<file path="src/rtl/x_in_serializer_if.sv">
// Word-in / bit-out bundle between a word source, the serializer and the Moore machine it feeds.
// The master is the word source; the slave is the serializer.
interface x_in_serializer_if #(
    parameter int WIDTH = 8
);
    logic [WIDTH-1:0] data_in;
    logic             data_valid;
    logic             data_ready;
    logic             x_out;
    logic             x_valid;
    logic             word_done;
    logic             busy;

    modport master (
        output data_in, data_valid,
        input  data_ready, x_out, x_valid, word_done, busy
    );

    modport slave (
        input  data_in, data_valid,
        output data_ready, x_out, x_valid, word_done, busy
    );
endinterface

</file>
<file path="src/rtl/x_in_serializer.sv">
// Double-buffered parallel-to-serial feeder for serial-input Moore machines.
// A hold register takes words over valid/ready while the shift register streams the current word.
//
// state | meaning
// IDLE  | nothing shifting; load the shifter as soon as the hold register is full
// SHIFT | one word bit on x_out per clock, bit_cnt = index of the bit being sent
// GAP   | GAP_BITS idle cycles between words, gap_cnt = idle cycles elapsed
module x_in_serializer #(
    parameter int WIDTH      = 8,
    parameter bit MSB_FIRST  = 1'b1,
    parameter int GAP_BITS   = 0,
    parameter bit IDLE_LEVEL = 1'b0
) (
    input  logic             clock,
    input  logic             reset,
    x_in_serializer_if.slave bus
);
    localparam int CW = (WIDTH > 2) ? $clog2(WIDTH) : 1;
    localparam logic [CW-1:0] BIT_LAST = CW'(WIDTH - 1);
    localparam logic [3:0]    GAP_LAST = 4'((GAP_BITS > 0) ? (GAP_BITS - 1) : 0);

    typedef enum logic [1:0] {
        IDLE  = 2'd0,
        SHIFT = 2'd1,
        GAP   = 2'd2
    } state_t;

    state_t             state, state_nxt;
    logic [WIDTH-1:0]   shifter, shifter_nxt, shifted;
    logic [WIDTH-1:0]   hold_reg;
    logic               hold_full;
    logic [CW-1:0]      bit_cnt, bit_nxt;
    logic [3:0]         gap_cnt, gap_nxt;
    logic               load;
    logic               accept;
    logic               last_bit;
    logic               send_bit;

    assign accept   = bus.data_valid && bus.data_ready;
    assign last_bit = (bit_cnt == BIT_LAST);
    assign shifted  = MSB_FIRST ? {shifter[WIDTH-2:0], 1'b0} : {1'b0, shifter[WIDTH-1:1]};
    assign send_bit = MSB_FIRST ? shifter[WIDTH-1] : shifter[0];

    always_ff @(posedge clock or posedge reset) begin
        if (reset) begin
            state   <= IDLE;
            shifter <= '0;
            bit_cnt <= '0;
            gap_cnt <= '0;
        end else begin
            state   <= state_nxt;
            shifter <= shifter_nxt;
            bit_cnt <= bit_nxt;
            gap_cnt <= gap_nxt;
        end
    end

    // Accept needs an empty hold register and load needs a full one, so they never coincide.
    always_ff @(posedge clock or posedge reset) begin
        if (reset) begin
            hold_full <= 1'b0;
            hold_reg  <= '0;
        end else if (load) begin
            hold_full <= 1'b0;
        end else if (accept) begin
            hold_full <= 1'b1;
            hold_reg  <= bus.data_in;
        end
    end

    always_comb begin
        state_nxt   = state;
        shifter_nxt = shifter;
        bit_nxt     = bit_cnt;
        gap_nxt     = gap_cnt;
        load        = 1'b0;
        case (state)
            IDLE: begin
                if (hold_full) begin
                    load      = 1'b1;
                    bit_nxt   = '0;
                    state_nxt = SHIFT;
                end
            end
            SHIFT: begin
                shifter_nxt = shifted;
                bit_nxt     = bit_cnt + 1'b1;
                if (last_bit) begin
                    bit_nxt = '0;
                    if (GAP_BITS > 0) begin
                        gap_nxt   = '0;
                        state_nxt = GAP;
                    end else if (hold_full) begin
                        load = 1'b1;
                    end else begin
                        state_nxt = IDLE;
                    end
                end
            end
            GAP: begin
                if (gap_cnt == GAP_LAST) begin
                    gap_nxt = '0;
                    if (hold_full) begin
                        load      = 1'b1;
                        bit_nxt   = '0;
                        state_nxt = SHIFT;
                    end else begin
                        state_nxt = IDLE;
                    end
                end else begin
                    gap_nxt = gap_cnt + 1'b1;
                end
            end
            default: state_nxt = IDLE;
        endcase
        if (load) shifter_nxt = hold_reg;
    end

    // Outputs decode registers only; data_ready is additionally held low while reset is asserted.
    assign bus.data_ready = ~hold_full & ~reset;
    assign bus.x_valid    = (state == SHIFT);
    assign bus.x_out      = (state == SHIFT) ? send_bit : IDLE_LEVEL;
    assign bus.word_done  = (state == SHIFT) && last_bit;
    assign bus.busy       = (state != IDLE) || hold_full;
endmodule

</file>
<file path="src/flat_wrapper.sv">
// flat-port wrapper written by rule: the top's interface ports become plain ports
module x_in_serializer_flat 
#(
    parameter int WIDTH      = 8,
    parameter bit MSB_FIRST  = 1'b1,
    parameter int GAP_BITS   = 0,
    parameter bit IDLE_LEVEL = 1'b0
)
  (clock, reset, bus_data_in, bus_data_valid, bus_data_ready, bus_x_out, bus_x_valid, bus_word_done, bus_busy);
  x_in_serializer_if #(.WIDTH(WIDTH)) bus_i ();
  input  logic clock;
  input  logic reset;
  input wire logic [$bits(bus_i.data_in)-1:0] bus_data_in;
  input wire logic [$bits(bus_i.data_valid)-1:0] bus_data_valid;
  output wire logic [$bits(bus_i.data_ready)-1:0] bus_data_ready;
  output wire logic [$bits(bus_i.x_out)-1:0] bus_x_out;
  output wire logic [$bits(bus_i.x_valid)-1:0] bus_x_valid;
  output wire logic [$bits(bus_i.word_done)-1:0] bus_word_done;
  output wire logic [$bits(bus_i.busy)-1:0] bus_busy;
  assign bus_i.data_in = bus_data_in;
  assign bus_i.data_valid = bus_data_valid;
  assign bus_data_ready = bus_i.data_ready;
  assign bus_x_out = bus_i.x_out;
  assign bus_x_valid = bus_i.x_valid;
  assign bus_word_done = bus_i.word_done;
  assign bus_busy = bus_i.busy;
  x_in_serializer #(.WIDTH(WIDTH), .MSB_FIRST(MSB_FIRST), .GAP_BITS(GAP_BITS), .IDLE_LEVEL(IDLE_LEVEL)) u_core (.clock(clock), .reset(reset), .bus(bus_i));
endmodule
</file>
<file path="config.mk">
export PLATFORM = sky130hd
export DESIGN_NAME = x_in_serializer_flat
export DESIGN_NICKNAME = d
export VERILOG_FILES = /design/src/rtl/x_in_serializer_if.sv /design/src/rtl/x_in_serializer.sv /design/src/flat_wrapper.sv
export SDC_FILE = /design/constraint.sdc
export NUM_CORES = 1
export LEC_CHECK = 0
export ABC_AREA = 1
export BUFFER_PORTS_ARGS = -buffer_cell sky130_fd_sc_hd__buf_4
export CORE_MARGIN = 3
export CORE_UTILIZATION = 40
export CTS_BUF_LIST = sky130_fd_sc_hd__clkbuf_4
export DETAILED_ROUTE_END_ITERATION = 6
export GPL_TIMING_DRIVEN = 0
export HOLD_SLACK_MARGIN = 0.12
export PLACE_DENSITY = 0.57
export RECOVER_POWER = 25
export SLEW_MARGIN = 20
export SYNTH_ARGS = -nofsm -noshare
export SYNTH_HDL_FRONTEND = slang
export SYNTH_SLANG_ARGS = --single-unit
</file>
<file path="constraint.sdc">
create_clock -name clock -period 1.7 [get_ports clock]
set_input_delay 0.255 -clock clock [delete_from_list [all_inputs] [get_ports clock]]
set_output_delay 0.255 -clock clock [all_outputs]
set_load 0.03 [all_outputs]
</file>
# Word-level counts from Yosys, hierarchy flattened

Index checks and enable logic that the tools add are counted.

Register bits after elaboration: 26
Input port bits: 11
Output and inout port bits: 5
Word-level logic and storage cells: 51

Add/subtract/negate cells: 2
Equality and inequality tests: 7
Mux-type cells: 20
Bitwise operators: 4
Reductions and logical operators: 12

Operators with widths:

| kind                  | number |
|---|---|
| $mux W8               | 2 |
| $mux W3               | 3 |
| $pmux W3 S3           | 1 |
| $mux W2               | 4 |
| $mux W1               | 7 |
| $ne A2 B1 Y1 const B  | 3 |
| $pmux W2 S3           | 1 |
| $reduce_bool A2 Y1    | 3 |
| $add A4 B1 Y4 const B | 1 |
| $logic_not A4 Y1      | 1 |
| $mux W4               | 1 |
| $reduce_and A2 Y1     | 2 |
| $reduce_and A4 Y1     | 1 |
| $add A3 B1 Y3 const B | 1 |
| $eq A3 B3 Y1 const B  | 1 |
| $not A1 Y1            | 3 |
| $pmux W1 S3           | 1 |
| $reduce_bool A3 Y1    | 1 |
| $eq A2 B1 Y1 const B  | 1 |
| $eq A2 B2 Y1 const B  | 1 |
| $logic_and A1 B1 Y1   | 2 |
| $logic_not A2 Y1      | 1 |
| $ne A2 B2 Y1 const B  | 1 |
| $and A1 B1 Y1         | 1 |
| $logic_or A1 B1 Y1    | 1 |

# Longest topological paths before layout

Gate-level depths: netlist of the first run.

Word-level depth: 5
Depth in mapped cells: 8

# Worst setup path after synthesis of the first run

Ideal clock, no wire load.

Kind: register to register
From: register u_core.state[0]
To: register u_core.shifter[0]
Data arrival time: 1.412 ns
Data required time: 1.567 ns
Setup slack: 0.155 ns
Cell stages (with the launch flop): 7
Buffers on the path: 2
Path through: dfrtp_1 > buf_2 > inv_1 > ha_1 > inv_1 > buf_2 > o22ai_1

Longest elaborated chain between the ends: 3
Elaborated cells between the ends (all ways): 6

Ends and longest elaborated chain:

| element                                       | line                  | text |
|---|---|---|
| start, declared                               | x_in_serializer.sv:28 | `state_t state, state_nxt;` |
| start signal, assigned                        | x_in_serializer.sv:51 | `state <= state_nxt;` |
| $eq A2 B2 Y1 (tied with other cells)          | x_in_serializer.sv:77 | `case (state)` |
| $pmux W1 S3                                   | x_in_serializer.sv:77 |  |
| $mux W8 or $reduce_bool A2 Y1 (tied branches) | --                    |  |
| end signal, assigned                          | x_in_serializer.sv:52 | `shifter <= shifter_nxt;` |
| end, declared                                 | x_in_serializer.sv:29 | `logic [WIDTH-1:0] shifter, shifter_nxt, shifted;` |

Parallel ways exist; a longest one is shown, timed or not.
A chain may end at the register's enable or synchronous reset.

# Final worst setup path of the first run

From: register u_core.state[0]
To: output bus_busy

Longest elaborated chain between the ends: 2

Ends and longest elaborated chain:

| element            | line                   | text |
|---|---|---|
| $reduce_bool A2 Y1 | x_in_serializer.sv:124 | `assign bus.busy = (state != IDLE) \|\| hold_full;` |
| $logic_or A1 B1 Y1 | x_in_serializer.sv:124 |  |
| end, declared      | flat_wrapper.sv:19     | `output wire logic [$bits(bus_i.busy)-1:0] bus_busy;` |

Every way passes these cells.

==> results of run 1 <==
[where the power goes]
part,switching [mW],internal [mW]
sequential,0.0904,0.712
clock,0.156,0.108
combinational,0.505,0.369
[cell type report]
type | instances | area [µm²] | area share, %
inverters | 23 | 86.3 | 6.69
multi-input cells | 75 | 420 | 32.6
repair buffers | 19 | 143 | 11.0
clock buffers | 4 | 30.0 | 2.33
well taps | 30 | 37.5 | 2.91
plain buffers | 5 | 48.8 | 3.78
flip-flops and latches | 21 | 526 | 40.7
[layer usage]
layer / vias up / share of wire (%) / wire, µm / global-route usage, %
met5: - / 0 / 0 / 0
met4: 0 / 1.5 / 29 / 6.95
met2: 13 / 44 / 869 / 23.1
met3: 4 / 3.2 / 64 / 2.04
met1: 369 / 51 / 1020 / 18.2
li1: 425 / - / - / -
[kinds of logic after synthesis]
family | count (synthesis) | synth area share [%]
and+or+nand+nor | 59 | 25.9
AOI/OAI and AO/OA | 12 | 8.47
DFF | 21 | 49.4
buffers and inverters | 28 | 11.5
adders and majority gates | 4 | 4.71
[repair_timing]
action,CTS,global route
endpoints found under the hold margin,0,0
pin swaps,0,0
resized for setup,4,4
setup buffers,2,2
endpoints found under the setup margin,1,2
[cells in the mapped netlist (all sizes together)]
| master | n |
|---|---|
| nand2 | 33 |
| inv | 23 |
| dfrtp | 21 |
| nand3 | 18 |
| nor2 | 8 |
| a21oi | 7 |
| buf | 4 |
| ha | 4 |
| o21ai | 3 |
| clkbuf | 1 |
| o21a | 1 |
| o22ai | 1 |
[critical path, cell delays in order, from the launching register on]
cell and delay, ns:
dfrtp_1 0.41, buf_6 0.14, inv_1 0.06, ha_2 0.18, inv_2 0.05, buf_6 0.11, buf_6 0.13
[worst paths after layout]
check                           slack [ns]                          start  depth (start not counted)                              to
worst max-delay path                  0.08    u_core.state[0]$_DFFE_PP0P_                          6                        bus_busy
worst min-delay path                  0.17                          reset                          2  u_core.hold_reg[6]$_DFFE_PP0P_
worst max register to register        0.27  u_core.bit_cnt[0]$_DFFE_PP0P_                          8   u_core.shifter[7]$_DFFE_PP0P_
worst min register to register        0.49  u_core.shifter[7]$_DFFE_PP0P_                          2   u_core.shifter[7]$_DFFE_PP0P_
max in group asynchronous             1.02                          reset                          2   u_core.shifter[0]$_DFFE_PP0P_
min in group clock                    0.17                 bus_data_in[6]                          3  u_core.hold_reg[6]$_DFFE_PP0P_
[metrics by stage]
| step | total power [mW] | utilization, % | worst slack [ns] | std cells |
|---|---|---|---|---|
| finish | 1.94 | 51.7 | 0.0798 | 177 |
| global route | 2.15 | 51.7 | 0.00262 | 177 |
| global placement | 1.61 | 48.5 | 0.177 | 169 |
| CTS | 1.94 | 50.9 | 0.00558 | 175 |
| detailed placement | 1.65 | 48.5 | 0.183 | 169 |
| floorplan | 1.44 | - | 0.155 | 124 |
==> impl_metrics.env, run 1 <==
export IMPL_routedWlPerCell_um=11.2
export IMPL_worst_endpoint_arrival_ns=1.37
export IMPL_cts_tree="done"
export IMPL_cts_htree_levels=1
export IMPL_synth_area_top_cells="dfrtp_1 49%, nand2_1 11%, nand3_1 8.5%"
export IMPL_port_buffers=15
export IMPL_clk_latency_ns=0.31
export IMPL_min_period_ns=1.62
export IMPL_required_ns=1.44
export IMPL_die_area_um2=3310
export IMPL_antenna_found_initial=0
export IMPL_grt_pass1_vias=841
export IMPL_start_kind="flop"
export IMPL_synth_top_area_share_pct=49.4
export IMPL_ys_types=17
export IMPL_synth_fp_nets=139
export IMPL_powerDensity_nw_per_um2=1500
export IMPL_yosys_warnings=0
export IMPL_grt_max_degree=22
export IMPL_syn_cell_area_um2=1060
export IMPL_ir_drop_mv=0.790
export IMPL_synth_seq_area_share_pct=49.4
export IMPL_grt_overflow_total=0
export IMPL_final_area_um2=1290
export IMPL_placed_cell_area_um2=1210
export IMPL_max_cap_violations=0
export IMPL_netlist_instances=124
export IMPL_vias=811
export IMPL_slew_viol_final=0
export IMPL_die_h_um=57.6
export IMPL_period_share_pct=95.3
export IMPL_critPathMaxFanout=8
export IMPL_whs_ns=0.168
export IMPL_area_growth_pct=21.4
export IMPL_clock_sink_count=21
export IMPL_clockBufferDepth=2
export IMPL_nets=163
export IMPL_setup_viol=0
export IMPL_path_class="flop to output pin"
export IMPL_core_area_um2=2500
export IMPL_synth_largest_area_cell="dfrtp_1"
export IMPL_ys_ff_latch=21
export IMPL_hold_viol_final=0
export IMPL_fp_dieW_um=57.6
export IMPL_final_cell_mix="30 x nand2_1, 22 x inv_1, 21 x dfrtp_1, 18 x nand3_1, 17 x buf_4"
export IMPL_setup_tns_ns=0
export IMPL_crit_path_end_kind="output pin"
export IMPL_firstDrtPassIters=6
export IMPL_route_detailed_drc=0
export IMPL_postCtsHoldBufs=0
export IMPL_grt_use_total_pct=14.1
export IMPL_avgSynthCellArea_um2=8.58
export IMPL_cts_made_buffers=3
export IMPL_fin_worst_skew_ns=0.00981
export IMPL_leakagePower_nw=0.717
export IMPL_clockRootBuffer="clkbuf_4"
export IMPL_start_util_pct=42.5
export IMPL_tightest_slew_ns=0.814
export IMPL_drt_iter0_markers=23
export IMPL_ant_nets=0
export IMPL_relSlewSlack_pct=45.7
export IMPL_final_common_cell="nand2_1"
export IMPL_timing_fmax_ghz=0.617
export IMPL_grt_pass1_wl_um=3590
export IMPL_path_clk_slew_ns=0.12
export IMPL_hp_class="input port to asynchronous set/reset pin"
export IMPL_finalWirelength_um=1980
export IMPL_io_pins=16
export IMPL_antenna_cells=0
export IMPL_gp_congestion=0.752
export IMPL_rows=18
export IMPL_drive_above_1_share_pct=27.9
export IMPL_viasPerCell=4.58
export IMPL_run_status="finished, final reports clean"
export IMPL_dp_hpwl_um=1420
export IMPL_fillCellCount=246
export IMPL_grt_setup_unrepaired="false"
Power figures use the tool's default switching activity.
==> run 2, diff against run 1 <==
- CTS_BUF_LIST: sky130_fd_sc_hd__clkbuf_4 -> not set
==> impl_metrics.env, run 2 (synthesized netlist as in run 1, its figures left out) <==
export IMPL_path_class="flop to output pin"
export IMPL_clk_latency_ns=0.31
export IMPL_finalNonFillerCells=177
export IMPL_final_common_cell="nand2_1"
export IMPL_tightest_slew_ns=0.811
export IMPL_p_seq_share_pct=41.7
export IMPL_routedWlPerCell_um=11.3
export IMPL_vias=814
export IMPL_finalWirelength_um=1990
export IMPL_hp_class="input port to asynchronous set/reset pin"
export IMPL_drt_iter0_markers=23
export IMPL_switching_power_mw=0.753
export IMPL_rows=18
export IMPL_io_pins=16
export IMPL_cts_tree="done"
export IMPL_ir_drop_mv=0.773
export IMPL_antenna_found_initial=0
export IMPL_grt_setup_unrepaired="false"
export IMPL_max_stage_delay_ns=0.41
export IMPL_clockBufferDepth=2
export IMPL_reg2reg_depth=8
export IMPL_hold_viol_final=0
export IMPL_grt_pass1_wl_um=3590
export IMPL_path_buf_inv=5
export IMPL_firstDrtPassIters=6
export IMPL_crit_path_end_kind="output pin"
export IMPL_path_depth=6
export IMPL_fp_dieW_um=57.6
export IMPL_fin_worst_skew_ns=0.00746
export IMPL_crit_family="buffers and inverters"
export IMPL_required_ns=1.44
export IMPL_run_status="finished, final reports clean"
export IMPL_grt_pass1_vias=841
export IMPL_cpMostUsedCell="buf_6"
export IMPL_start_util_pct=42.5
export IMPL_grt_max_degree=22
export IMPL_dp_hpwl_um=1420
export IMPL_die_h_um=57.6
export IMPL_setup_viol=0
export IMPL_postCtsHoldBufs=0
export IMPL_slew_viol_final=0
export IMPL_path_clk_slew_ns=0.12
export IMPL_drive_above_1_share_pct=27.2
export IMPL_leakagePower_nw=0.713
export IMPL_powerDensity_nw_per_um2=1500
export IMPL_critPathMaxFanout=8
export IMPL_relSlewSlack_pct=45.8
export IMPL_place_inst=169
export IMPL_cts_htree_levels=1
export IMPL_power_clock_fraction_pct=13.0
export IMPL_gp_congestion=0.752
export IMPL_setup_tns_ns=0
export IMPL_clockRootBuffer="clkbuf_4"
export IMPL_ant_nets=0
export IMPL_cpMaxStageDelayCell="dfrtp_1"
export IMPL_timing_fmax_ghz=0.614
export IMPL_combPwrFrac_pct=45.3
export IMPL_viasPerCell=4.60
export IMPL_die_area_um2=3310
export IMPL_start_kind="flop"
export IMPL_period_share_pct=95.8
export IMPL_grt_overflow_total=0
export IMPL_nets=163
export IMPL_final_cell_mix="30 x nand2_1, 22 x inv_1, 21 x dfrtp_1, 18 x nand3_1, 17 x buf_4"
export IMPL_port_buffers=15
export IMPL_antenna_cells=0
export IMPL_swShare_pct=39.1
export IMPL_cts_made_buffers=3
export IMPL_route_detailed_drc=0
export IMPL_whs_ns=0.167
export IMPL_clock_sink_count=21
export IMPL_max_cap_violations=0
export IMPL_worst_endpoint_arrival_ns=1.37
export IMPL_core_area_um2=2500
export IMPL_grt_use_total_pct=14.1
export IMPL_p_int_mw=1.17
export IMPL_path_cells="buf_6 > inv_1 > ha_2 > inv_2 > buf_6 > buf_6"
export IMPL_area_growth_pct=21.1
export IMPL_min_period_ns=1.63
export IMPL_power_total_mw=1.93
## run 2: cell counts in the layout (fill, tap and decap cells not counted)
No cell type changed its count.
## run 2: power by group through the flow
stage / logic, mW / clock network, mW / registers [mW]
6_report: 0.873 / 0.250 / 0.804
5_1_grt: 1.02 / 0.289 / 0.828
4_1_cts: 0.860 / 0.261 / 0.805
3_5_place_dp: 0.829 / 0 / 0.817
3_3_place_gp: 0.803 / 0 / 0.810
2_1_floorplan: 0.637 / 0 / 0.800
## run 2: cell type report
| type | count | area [µm²] |
|---|---|---|
| Multi-Input combinational cell | 75 | 420 |
| Timing Repair Buffer | 19 | 143 |
| Buffer | 5 | 48.8 |
| Inverter | 23 | 86.3 |
| Tap cell | 30 | 37.5 |
| Clock buffer | 4 | 26.3 |
| Fill cell | 248 | 1210 |
| Sequential cell | 21 | 526 |
## run 2: what timing repair did
item / CTS / global route
setup buffers: 2 / 2
endpoints found under the setup margin: 1 / 2
resized for setup: 4 / 4
## run 2: through the flow
stage          setup slack [ns]  utilization (%)  instance area, µm²
2_1_floorplan             0.155                -                1060
4_1_cts                 0.00473             50.7                1270
3_3_place_gp              0.177             48.5                1210
3_5_place_dp              0.183             48.5                1210
5_1_grt                 0.00176             51.5                1290
6_report                 0.0712             51.5                1290
## run 2: path summary, 6_finish.rpt
path	to	from	slack [ns]
worst max-delay path	bus_busy	u_core.state[0]$_DFFE_PP0P_	0.07
worst min-delay path	u_core.hold_reg[6]$_DFFE_PP0P_	reset	0.17
worst max register to register	u_core.shifter[7]$_DFFE_PP0P_	u_core.bit_cnt[0]$_DFFE_PP0P_	0.27
worst min register to register	u_core.shifter[7]$_DFFE_PP0P_	u_core.shifter[7]$_DFFE_PP0P_	0.49
max in group asynchronous	u_core.shifter[0]$_DFFE_PP0P_	reset	1.03
min in group clock	u_core.hold_reg[6]$_DFFE_PP0P_	bus_data_in[6]	0.17
## run 2: layer usage
metal | GRT usage (%) | wire [µm]
met5 | 0 | 0
met3 | 2.04 | 63
met2 | 23.1 | 871
met4 | 6.95 | 33
met1 | 18.2 | 1020
